File: config.mk
export PLATFORM = sky130hd
export DESIGN_NAME = phase_timer
export DESIGN_NICKNAME = d
export VERILOG_FILES = /design/src/rtl/phase_timer_pkg.sv /design/src/rtl/phase_timer_next.sv /design/src/rtl/phase_timer.sv
export SDC_FILE = /design/constraint.sdc
export NUM_CORES = 1
export LEC_CHECK = 0
export BUFFER_PORTS_ARGS = -buffer_cell sky130_fd_sc_hd__buf_2
export CAP_MARGIN = 10
export CORE_MARGIN = 2
export CORE_UTILIZATION = 39
export CTS_BUF_LIST = sky130_fd_sc_hd__clkbuf_4
export CTS_CLUSTER_DIAMETER = 120
export DETAILED_ROUTE_END_ITERATION = 10
export GPL_TIMING_DRIVEN = 0
export PLACE_DENSITY = 0.7
export SYNTH_ARGS = -nofsm -noshare
export SYNTH_HDL_FRONTEND = slang
export SYNTH_SLANG_ARGS = --single-unit
File: constraint.sdc
create_clock -name clk -period 2.1 [get_ports clk]
set_input_delay 0.42 -clock clk [delete_from_list [all_inputs] [get_ports clk]]
set_output_delay 0.42 -clock clk [all_outputs]
set_load 0.005 [all_outputs]
File: src/rtl/phase_timer_pkg.sv
// Shared definitions for the phase timer: FSM state encoding and direction codes.
package phase_timer_pkg;

    typedef enum logic [1:0] {
        ST_IDLE = 2'd0,
        ST_RUN  = 2'd1,
        ST_HOLD = 2'd2
    } state_e;

    localparam logic DIR_UP   = 1'b0;
    localparam logic DIR_DOWN = 1'b1;

endpackage

File: src/rtl/phase_timer_next.sv
// Combinational step logic: next count value and terminal-event decode for one enabled cycle.
module phase_timer_next
    import phase_timer_pkg::*;
#(
    parameter int unsigned WIDTH = 6
) (
    input  logic [WIDTH-1:0] count_i,
    input  logic             dir_i,
    input  logic [WIDTH-1:0] limit_i,
    input  logic [WIDTH-1:0] reload_val_i,
    input  logic             reload_i,
    output logic [WIDTH-1:0] next_count_o,
    output logic             term_event_o,
    output logic             go_hold_o
);

    always_comb begin
        next_count_o = count_i;
        term_event_o = 1'b0;
        go_hold_o    = 1'b0;
        if (dir_i == DIR_UP) begin
            // Only an exact match wraps early; a count above the limit rolls over naturally.
            if (count_i == limit_i) begin
                next_count_o = '0;
                term_event_o = 1'b1;
            end else begin
                next_count_o = count_i + WIDTH'(1);
            end
        end else begin
            if (count_i != '0) begin
                next_count_o = count_i - WIDTH'(1);
            end else if (reload_i) begin
                next_count_o = reload_val_i;
                term_event_o = 1'b1;
            end else begin
                term_event_o = 1'b1;
                go_hold_o    = 1'b1;
            end
        end
    end

endmodule

File: src/rtl/phase_timer.sv
// Loadable up/down phase timer with modulo limit, auto-reload and a registered done pulse.
module phase_timer
    import phase_timer_pkg::*;
#(
    parameter int unsigned     WIDTH     = 6,
    parameter logic [WIDTH-1:0] RESET_VAL = '0
) (
    input  logic             clk,
    input  logic             rst_n,
    input  logic             en_i,
    input  logic             load_i,
    input  logic [WIDTH-1:0] value_i,
    input  logic [WIDTH-1:0] limit_i,
    input  logic             dir_i,
    input  logic             reload_i,
    output logic [WIDTH-1:0] count_o,
    output logic             busy_o,
    output logic             tc_o,
    output logic             done_o
);

    state_e           state_q, state_d;
    logic [WIDTH-1:0] count_q, count_d;
    logic [WIDTH-1:0] reload_q, reload_d;
    logic             done_q, done_d;

    logic [WIDTH-1:0] step_count;
    logic             term_event;
    logic             go_hold;

    phase_timer_next #(
        .WIDTH(WIDTH)
    ) u_next (
        .count_i      (count_q),
        .dir_i        (dir_i),
        .limit_i      (limit_i),
        .reload_val_i (reload_q),
        .reload_i     (reload_i),
        .next_count_o (step_count),
        .term_event_o (term_event),
        .go_hold_o    (go_hold)
    );

    always_ff @(posedge clk or negedge rst_n) begin
        if (!rst_n) begin
            state_q  <= ST_IDLE;
            count_q  <= RESET_VAL;
            reload_q <= '0;
            done_q   <= 1'b0;
        end else begin
            state_q  <= state_d;
            count_q  <= count_d;
            reload_q <= reload_d;
            done_q   <= done_d;
        end
    end

    always_comb begin
        state_d  = state_q;
        count_d  = count_q;
        reload_d = reload_q;
        done_d   = 1'b0;
        // A load wins over counting and masks any terminal event in the same cycle.
        if (load_i) begin
            count_d  = value_i;
            reload_d = value_i;
            state_d  = ST_RUN;
        end else begin
            case (state_q)
                ST_RUN: begin
                    if (en_i) begin
                        count_d = step_count;
                        done_d  = term_event;
                        if (go_hold) begin
                            state_d = ST_HOLD;
                        end
                    end
                end
                ST_IDLE, ST_HOLD: begin
                    state_d = state_q;
                end
                default: begin
                    state_d = ST_IDLE;
                end
            endcase
        end
    end

    assign count_o = count_q;
    assign busy_o  = (state_q == ST_RUN);
    assign done_o  = done_q;
    assign tc_o    = (dir_i == DIR_UP) ? (count_q == limit_i) : (count_q == '0);

endmodule

==> impl_metrics.env, run 1 <==
export IMPL_core_um2=2520
export IMPL_die_area_um2=3130
export IMPL_gp_congestion=0.830
export IMPL_syn_area_um2=1050
export IMPL_ys_flop_type="dfrtp_1"
export IMPL_wl_met1_mm=1.21
export IMPL_io_pins=27
export IMPL_hold_path_class="in -> async"
export IMPL_end_kind="output port"
export IMPL_antenna_cells=0
export IMPL_post_dp_hpwl_mm=1.91
export IMPL_crit_type="reg -> out"
export IMPL_drc_errors=0
export IMPL_grt_use_total_pct=17.3
export IMPL_syn_to_final_growth_pct=28.5
export IMPL_wire_per_inst_um=15.3
export IMPL_async_reset_ff_share_pct=100
export IMPL_clk_latency_ps=300
export IMPL_final_nets=174
export IMPL_routed_via_count=1020
export IMPL_synth_cells=114
export IMPL_wl_mm=2.79
export IMPL_hold_violations=0
export IMPL_start_kind="flip-flop"
export IMPL_p_leak_nw=0.591
export IMPL_synth_seq_cells=15
export IMPL_antenna_found_initial=0
export IMPL_required_ps=1680
export IMPL_fmax_ghz=0.467
export IMPL_viasPerCell=5.60
export IMPL_setup_ws_ps=-40.8
export IMPL_powerDensity_nw_per_um2=624
export IMPL_grt_overflow_total=0
export IMPL_port_buffers=26
export IMPL_finalPower_mw=0.844
export IMPL_cp_max_fo=7
export IMPL_ant_nets=0
export IMPL_yosysUniqueCellTypes=36
export IMPL_die_h_um=56.0
export IMPL_ir_drop_mv=0.426
export IMPL_cts_buffers=3
export IMPL_cts_max_path_buffers=2
export IMPL_fill_cells=243
export IMPL_grt_pass1_vias=943
export IMPL_crit_buf_inv=2
export IMPL_path_clk_slew_ps=100
export IMPL_syn_avg_cell_area_um2=9.24
export IMPL_finish_utilization_pct=53.7
export IMPL_h_tree_depth=1
export IMPL_report_final_slew_viol_count=0
export IMPL_fin_crit_ps=2140
export IMPL_rsz0062_at_grt="yes"
export IMPL_crit_chain="buf_6 -> or3_4 -> nor2_4 -> nand2_2 -> o21ai_2 -> buf_2"
export IMPL_status="finished, violations left"
export IMPL_relSlewSlack_pct=56.4
export IMPL_critical_path_top_delay_family="simple AND/OR/NAND/NOR gates"
export IMPL_cts_tree="built"
export IMPL_wl_met3_um=175
export IMPL_multi_input_area_um2=639
export IMPL_row_count=18
export IMPL_crit_slowest_cell="or3_4"
export IMPL_min_period_over_period_pct=102
export IMPL_cts_sinks=15
export IMPL_first_pass_iters=4
export IMPL_critPathMaxStageDelay_ps=420
export IMPL_yosysWarnings=0
export IMPL_layout_drive_gt1_share_pct=40.8
export IMPL_drt_iter0_markers=60
export IMPL_setup_viol=1
export IMPL_cts_root_buf="clkbuf_4"
export IMPL_violations="negative setup slack"
export IMPL_finClkSkew_ps=6.19
export IMPL_wl_met2_mm=1.31
export IMPL_synthesis_nets=135
export IMPL_startpoint="count_o[2]$_DFFE_PN0P_"
export IMPL_synth_edf_count=0
export IMPL_worst_pin_slew_ps=650
export IMPL_die_w_um=56.0
export IMPL_grt_pass1_wl_mm=4.25
export IMPL_initial_utilization_pct=41.8
export IMPL_ys_seq_area_share_pct=35.6
export IMPL_max_cap_violations=0
export IMPL_arrival_ps=1720
export IMPL_top_layer_used="met4"
export IMPL_seqCellArea_um2=380
export IMPL_grt_max_degree=16
export IMPL_r2r_start="count_o[2]$_DFFE_PN0P_"
synth_stat cells (2+ instances only):
| cell | number | area, um2 |
|---|---|---|
| o21ai_0 | 5 | 25.0 |
| xnor2_1 | 4 | 35.0 |
| nand2_1 | 11 | 41.3 |
| a32oi_1 | 4 | 35.0 |
| o211ai_1 | 6 | 45.0 |
| xor2_1 | 7 | 61.3 |
| dfrtp_1 | 15 | 375 |
| buf_6 | 3 | 33.8 |
| ha_1 | 3 | 37.5 |
| nor3_1 | 3 | 15.0 |
| a21oi_1 | 2 | 10.0 |
| nand2b_1 | 2 | 12.5 |
| clkbuf_1 | 3 | 11.3 |
| o31ai_1 | 2 | 15.0 |
| inv_1 | 7 | 26.3 |
| and2_1 | 2 | 12.5 |
| mux2i_1 | 3 | 30.0 |
| nand3_1 | 5 | 25.0 |
| nor4_1 | 2 | 12.5 |
| nor2_1 | 5 | 18.8 |
| mux2_2 | 5 | 56.3 |
worst register-to-register path, stage by stage, from the launching register on:
cell and delay (ps):
dfrtp_1 400, buf_6 140, or3_4 420, or2_4 280, o311a_1 310, o32ai_1 280, nor3_1 80
layout make-up:
class	count	share of cell area [%]
Sequential cell	15	28.1
Timing Repair Buffer	37	15.7
Clock inverter	1	0.370
Tap cell	30	2.77
Clock buffer	3	1.66
Inverter	7	1.94
Multi-Input combinational cell	84	47.2
Buffer	5	2.22
metal layers:
layer,GRT usage (%),vias up
met5,0,-
met1,23.0,470
met3,3.02,13
met4,6.46,0
li1,-,483
met2,27.9,54
cells by family after synthesis:
kind of cell    Yosys count  synth area share [%]
simple gates             36                  18.3
compound gates           26                  17.6
buf+inv                  15                  7.60
flops                    15                  35.6
xor+xnor                 11                  9.14
mux                       8                  8.19
fa+ha+maj                 3                  3.56
path summary, 6_finish.rpt:
check,endpoint,slack (ps),depth (start not counted)
worst max-delay path,tc_o,-40,6
worst min-delay path,reload_q[1]$_DFFE_PN0P_,8,1
worst max register to register,count_o[2]$_DFFE_PN0P_,90,6
worst min register to register,reload_q[2]$_DFFE_PN0P_,520,1
max in group asynchronous,count_o[0]$_DFFE_PN0P_,1810,1
min in group clk,reload_q[5]$_DFFE_PN0P_,360,3
cell usage in the layout (no fill, tap or decap), drive strengths merged, types with 2 or more instances in the layout:
cell type	Yosys	layout
nor2	5	5
xnor2	4	4
xor2	7	7
mux2i	3	3
a32oi	4	4
mux2	5	5
and2	2	2
ha	3	3
clkbuf	3	5
nor4	2	2
o211ai	6	6
o21ai	5	5
nand3	5	5
nand2	11	11
buf	5	40
nor3	3	3
nand2b	2	2
o31ai	2	2
inv	7	7
dfrtp	15	15
a21oi	2	2
registers in the layout (all words and copies together), names as in the netlist:
signal / flops
count_o: 6
done_o: 1
reload_q: 6
state_q: 2
timing repair:
action,4_1_cts,5_1_grt
pin swaps,4,4
buffers inserted,8,3
endpoints found under the setup margin,6,4
hold buffers,0,0
resized for setup,10,7
report_power, final:
part	leakage, nW	switching, mW	internal [mW]	total, mW
sequential	0.174	0.0242	0.319	0.343
clock	0.0177	0.105	0.0710	0.176
combinational	0.399	0.170	0.156	0.326
through the flow:
| step | TNS (ps) | hold slack (ps) | setup slack (ps) | instances | area (um2) |
|---|---|---|---|---|---|
| 6_report | -40.8 | 8.13 | -40.8 | 182 | 1350 |
| 5_1_grt | -112 | 21.3 | -112 | 182 | 1350 |
| 4_1_cts | -68.0 | 16.4 | -68.0 | 180 | 1320 |
| 3_5_place_dp | -570 | 344 | -199 | 170 | 1220 |
| 3_3_place_gp | -296 | 339 | -129 | 170 | 1220 |
| 2_1_floorplan | 0 | 124 | 111 | 114 | 1050 |
Power figures use the tool's default switching activity.
==> inputs of run 2 (changes only) <==
CELL_PAD_IN_SITES_DETAIL_PLACEMENT = 1   (was not set)
CELL_PAD_IN_SITES_GLOBAL_PLACEMENT = 1   (was not set)
PLACE_DENSITY = 0.87   (was 0.7)
clock period = 2.15 ns   (was 2.1 ns; I/O delays follow)
==> impl_metrics.env, run 2 (synthesized netlist as in run 1, its figures left out) <==
export IMPL_status="finished, violations left"
export IMPL_violations="negative setup slack"
export IMPL_grt_overflow_total=0
export IMPL_ir_drop_mv=0.412
export IMPL_grt_use_total_pct=21.0
export IMPL_die_h_um=56.0
export IMPL_wire_per_inst_um=17.9
export IMPL_grt_pass1_wl_mm=5.09
export IMPL_rrSetupSlack_ps=20
export IMPL_first_pass_iters=4
export IMPL_grt_max_degree=16
export IMPL_crit_type="reg -> out"
export IMPL_layout_cells_non_filler=182
export IMPL_drc_errors=0
export IMPL_antenna_cells=0
export IMPL_worstReg2RegEnd="count_o[4]$_DFFE_PN0P_"
export IMPL_finish_utilization_pct=54.8
export IMPL_crit_slowest_cell="dfrtp_2"
export IMPL_grt_pass1_vias=1063
export IMPL_hold_violations=0
export IMPL_hold_path_class="in -> async"
export IMPL_cts_tree="built"
export IMPL_cts_sinks=15
export IMPL_io_pins=27
export IMPL_row_count=18
export IMPL_report_final_slew_viol_count=0
export IMPL_setup_viol=1
export IMPL_hold_buffers=0
export IMPL_finClkSkew_ps=2.41
export IMPL_crit_buf_inv=1
export IMPL_viasPerCell=5.68
export IMPL_final_cell_mix="26 x buf_2, 12 x dfrtp_1, 11 x buf_4"
export IMPL_layout_drive_gt1_share_pct=41.4
export IMPL_antenna_found_initial=0
export IMPL_cts_max_path_buffers=2
export IMPL_critical_path_top_delay_family="flip-flops"
export IMPL_powerDensity_nw_per_um2=622
export IMPL_p_leak_nw=0.610
export IMPL_setup_ws_ps=-60.4
export IMPL_ant_nets=0
export IMPL_path_clk_slew_ps=100
export IMPL_end_kind="output port"
export IMPL_min_period_over_period_pct=103
export IMPL_final_common_cell="buf_2"
export IMPL_crit_chain="xor2_2 -> nor4_4 -> nand2_2 -> o21ai_2 -> buf_2"
export IMPL_gp_congestion=0.854
export IMPL_worst_pin_slew_ps=661
export IMPL_critPathMaxStageDelay_ps=480
export IMPL_drt_iter0_markers=31
export IMPL_core_um2=2520
export IMPL_clk_latency_ps=300
export IMPL_initial_utilization_pct=41.8
export IMPL_cp_endpoint="tc_o"
export IMPL_path_depth=5
export IMPL_required_ps=1720
export IMPL_fin_crit_ps=2210
export IMPL_die_area_um2=3130
export IMPL_rr_worst_depth=8
export IMPL_wl_mm=3.26
export IMPL_cts_buffers=3
export IMPL_arrival_ps=1780
export IMPL_finalPower_mw=0.861
export IMPL_cts_root_buf="clkbuf_4"
export IMPL_fill_cells=325
export IMPL_placed_cells=170
export IMPL_fmax_ghz=0.452
export IMPL_port_buffers=26
export IMPL_r2r_start="count_o[4]$_DFFE_PN0P_"
export IMPL_syn_to_final_growth_pct=31.2
export IMPL_routed_via_count=1033
export IMPL_startpoint="count_o[0]$_DFFE_PN0P_"
export IMPL_relSlewSlack_pct=55.6
export IMPL_rsz0062_at_grt="yes"
export IMPL_post_dp_hpwl_mm=2.25
export IMPL_h_tree_depth=1
export IMPL_start_kind="flip-flop"
export IMPL_cp_max_fo=8
export IMPL_final_nets=174
export IMPL_max_cap_violations=0
export IMPL_die_w_um=56.0
[run 2: final cells by class]
cell class                      instances  area [um2]  share of cell area [%]
Timing Repair Buffer                   36         205                    14.8
Clock buffer                            4        30.0                    2.17
Sequential cell                        15         379                    27.4
Multi-Input combinational cell         84         663                    48.0
Tap cell                               30        37.5                    2.71
Buffer                                  6        41.3                    2.99
Inverter                                7        26.3                    1.90
[run 2: where the power goes]
group | internal [mW] | leakage [nW] | switching (mW) | total [mW]
logic | 0.157 | 0.416 | 0.178 | 0.335
clock network | 0.0851 | 0.0184 | 0.103 | 0.188
registers | 0.311 | 0.175 | 0.0271 | 0.338
total | 0.553 | 0.610 | 0.308 | 0.861
[run 2: through the flow]
step	area (um2)	TNS, ps	hold WS, ps	setup WS [ps]
2_1_floorplan	1050	0	134	161
3_3_place_gp	1220	-211	357	-107
3_5_place_dp	1220	-981	366	-250
4_1_cts	1280	-52.3	42.2	-52.3
5_1_grt	1380	-253	52.9	-122
6_report	1380	-60.4	25.5	-60.4
[run 2: worst min path at each step]
stage | from | end | slack (ps) | cells after the start
floorplan | rst_n | count_o[0]$_DFFE_PN0P_ | 130 | 0
global placement | rst_n | count_o[3]$_DFFE_PN0P_ | 360 | 1
detailed placement | rst_n | count_o[3]$_DFFE_PN0P_ | 370 | 1
CTS | rst_n | count_o[4]$_DFFE_PN0P_ | 40 | 1
global route | rst_n | count_o[4]$_DFFE_PN0P_ | 50 | 1
finish | rst_n | count_o[4]$_DFFE_PN0P_ | 30 | 1
[run 2: metal layers]
metal / GRT usage, % / wire length [um]
met5: 0 / 0
met3: 2.33 / 157
met2: 35.6 / 1650
met1: 26.4 / 1340
met4: 10.2 / 114
[run 2: timing repair]
item | 4_1_cts | 5_1_grt
setup buffers | 2 | 8
setup endpoints to repair | 6 | 6
resized for setup | 9 | 10
pin swaps | 2 | 3
==> inputs of run 3 (changes only) <==
PLACE_DENSITY = 0.85   (was 0.87)
SYNTH_HIERARCHICAL = 1   (was not set)
==> impl_metrics.env, run 3 <==
export IMPL_synth_cells=141
export IMPL_layout_drive_gt1_share_pct=34.9
export IMPL_grt_overflow_total=0
export IMPL_crit_chain="inv_2 -> ha_2 -> or3b_4 -> nor3_4 -> o211ai_1 -> a32o_1 -> a21oi_1 -> a21oi_1"
export IMPL_hold_path_class="in -> async"
export IMPL_start_kind="flip-flop"
export IMPL_yosysUniqueCellTypes=39
export IMPL_finClkSkew_ps=3.67
export IMPL_setup_tns_ps=0
export IMPL_cts_sinks=15
export IMPL_arrival_ps=2220
export IMPL_cp_max_fo=6
export IMPL_rrSetupSlack_ps=110
export IMPL_drt_iter0_markers=31
export IMPL_critPathMaxStageDelay_ps=460
export IMPL_relSlewSlack_pct=75.1
export IMPL_grt_pass1_vias=1268
export IMPL_wire_per_inst_um=17.8
export IMPL_synth_top_area_cell="dfrtp_1"
export IMPL_antenna_cells=0
export IMPL_required_ps=2330
export IMPL_worst_pin_slew_ps=369
export IMPL_rr_worst_depth=8
export IMPL_antenna_found_initial=0
export IMPL_fmax_ghz=0.490
export IMPL_fill_cells=397
export IMPL_grt_max_degree=16
export IMPL_cts_buffers=3
export IMPL_r2r_start="count_o[0]$_DFFE_PN0P_"
export IMPL_final_nets=197
export IMPL_synth_edf_count=0
export IMPL_status="complete, no violations"
export IMPL_syn_area_um2=1240
export IMPL_setup_viol=0
export IMPL_path_common_cell="a21oi_1"
export IMPL_die_w_um=60.5
export IMPL_post_dp_hpwl_mm=2.86
export IMPL_ys_top_cells_by_area="dfrtp_1 30%, xor2_1 9.2%, a21oi_1 7.2%"
export IMPL_gp_congestion=0.895
export IMPL_final_cell_mix="28 x buf_2, 17 x a21oi_1, 14 x nand2_1"
export IMPL_end_kind="flip-flop"
export IMPL_grt_use_total_pct=22.7
export IMPL_final_common_cell="buf_2"
export IMPL_port_buffers=25
export IMPL_synth_common_cells="18 x a21oi_1, 15 x dfrtp_1, 14 x nand2_1"
export IMPL_syn_to_final_growth_pct=21.2
export IMPL_hold_violations=0
export IMPL_fin_crit_ps=2040
export IMPL_first_pass_iters=4
export IMPL_worstReg2RegEnd="count_o[1]$_DFFE_PN0P_"
export IMPL_cts_max_path_buffers=2
export IMPL_yosysWarnings=6
export IMPL_row_count=20
export IMPL_h_tree_depth=1
export IMPL_max_cap_violations=0
export IMPL_powerDensity_nw_per_um2=560
export IMPL_ir_drop_mv=0.491
export IMPL_crit_type="reg -> reg"
export IMPL_die_area_um2=3660
export IMPL_routed_via_count=1196
export IMPL_wl_mm=3.91
export IMPL_finalPower_mw=0.844
export IMPL_path_clk_slew_ps=90
export IMPL_grt_pass1_wl_mm=5.96
export IMPL_report_final_slew_viol_count=0
export IMPL_io_pins=27
export IMPL_placed_cells=210
export IMPL_yosys_area_top_type_share_pct=30.2
export IMPL_ys_flop_type="dfrtp_1"
export IMPL_async_reset_ff_share_pct=100
export IMPL_min_period_over_period_pct=94.9
export IMPL_core_um2=3050
export IMPL_yosysMostFrequentCell="a21oi_1"
export IMPL_synthesis_nets=162
export IMPL_drc_errors=0
export IMPL_p_leak_nw=0.643
export IMPL_initial_utilization_pct=40.7
export IMPL_ys_seq_area_share_pct=30.2
export IMPL_cp_endpoint="count_o[1]$_DFFE_PN0P_"
export IMPL_ant_nets=0
export IMPL_synth_seq_cells=15
export IMPL_crit_slowest_cell="dfrtp_2"
export IMPL_startpoint="count_o[0]$_DFFE_PN0P_"
export IMPL_syn_avg_cell_area_um2=8.82
export IMPL_viasPerCell=5.46
export IMPL_cts_tree="built"
export IMPL_die_h_um=60.5
export IMPL_clk_latency_ps=290
export IMPL_layout_cells_non_filler=219
export IMPL_timing_hold_ws_ps=33.2
export IMPL_cts_root_buf="clkbuf_4"
-- run 3: cell types whose count changed in the layout (fill, tap and decap cells not counted), sizes merged, moves of 4 or more --
cell / delta
a32oi: -4
nor2b: +7
o211ai: -4
xor2: +6
a21oi: +16
-- run 3: worst min path at each step --
stage                                          to  slack [ps]  cells after the start   from
after floorplan            count_o[0]$_DFFE_PN0P_         130                      0  rst_n
after global placement    reload_q[3]$_DFFE_PN0P_         340                      1  rst_n
after detailed placement   state_q[0]$_DFFE_PN0P_         350                      1  rst_n
after CTS                 reload_q[2]$_DFFE_PN0P_          30                      1  rst_n
after global routing       state_q[0]$_DFFE_PN0P_          40                      1  rst_n
final                     reload_q[5]$_DFFE_PN0P_          30                      1  rst_n
-- run 3: final cells by class --
cell class / count / area (um2) / share of cell area, %
tap: 44 / 55.1 / 3.65
inverter: 6 / 22.5 / 1.49
timing repair buffer: 31 / 170 / 11.3
clock buffer: 4 / 30.0 / 1.99
sequential: 15 / 378 / 25.1
buffer: 9 / 65.1 / 4.32
multi-input combinational: 110 / 787 / 52.2
-- run 3: where the power goes --
group	internal [mW]	switching (mW)
combinational	0.144	0.184
sequential	0.307	0.0302
clock	0.0848	0.0939
-- run 3: worst max-delay path, delay by kind of cell, from the launching register on --
family                     cells  cell delay (ps)
adders and majority gates      1              200
and+or+nand+nor                2              580
buffers and inverters          1               90
DFF                            1              460
AOI/OAI and AO/OA              4              620
-- run 3: what timing repair did --
item / 4_1_cts / 5_1_grt
hold buffers: 0 / 0
pin swaps: 4 / 1
buffers inserted: 4 / 2
cloned: 0 / 0
endpoints found under the setup margin: 8 / 7
gates resized for setup: 5 / 3
-- run 3: per-layer routing --
layer / up-vias / GRT usage (%) / wire length, um
met5: - / 0 / 0
met1: 584 / 25.3 / 1600
met4: 0 / 4.97 / 40
met3: 4 / 5.12 / 136
met2: 38 / 43.6 / 2130
li1: 570 / - / -
-- run 3: logic make-up after synthesis --
logic type / after synthesis / synth area share [%]
and+or+nand+nor: 48 / 23.2
AOI/OAI and AO/OA: 38 / 19.6
buffers and inverters: 16 / 7.95
xor gates and xnor gates: 15 / 10.6
DFF: 15 / 30.2
muxes: 6 / 5.43
adders and majority gates: 3 / 3.02
-- run 3: stage by stage --
stage	setup WS, ps	utilization [%]	instance area, um2
after detailed placement	-231	46.6	1420
after global routing	-11.2	49.4	1510
final	109	49.4	1510
after global placement	-165	46.6	1420
after CTS	19.8	48.6	1480
after floorplan	59.9	-	1240
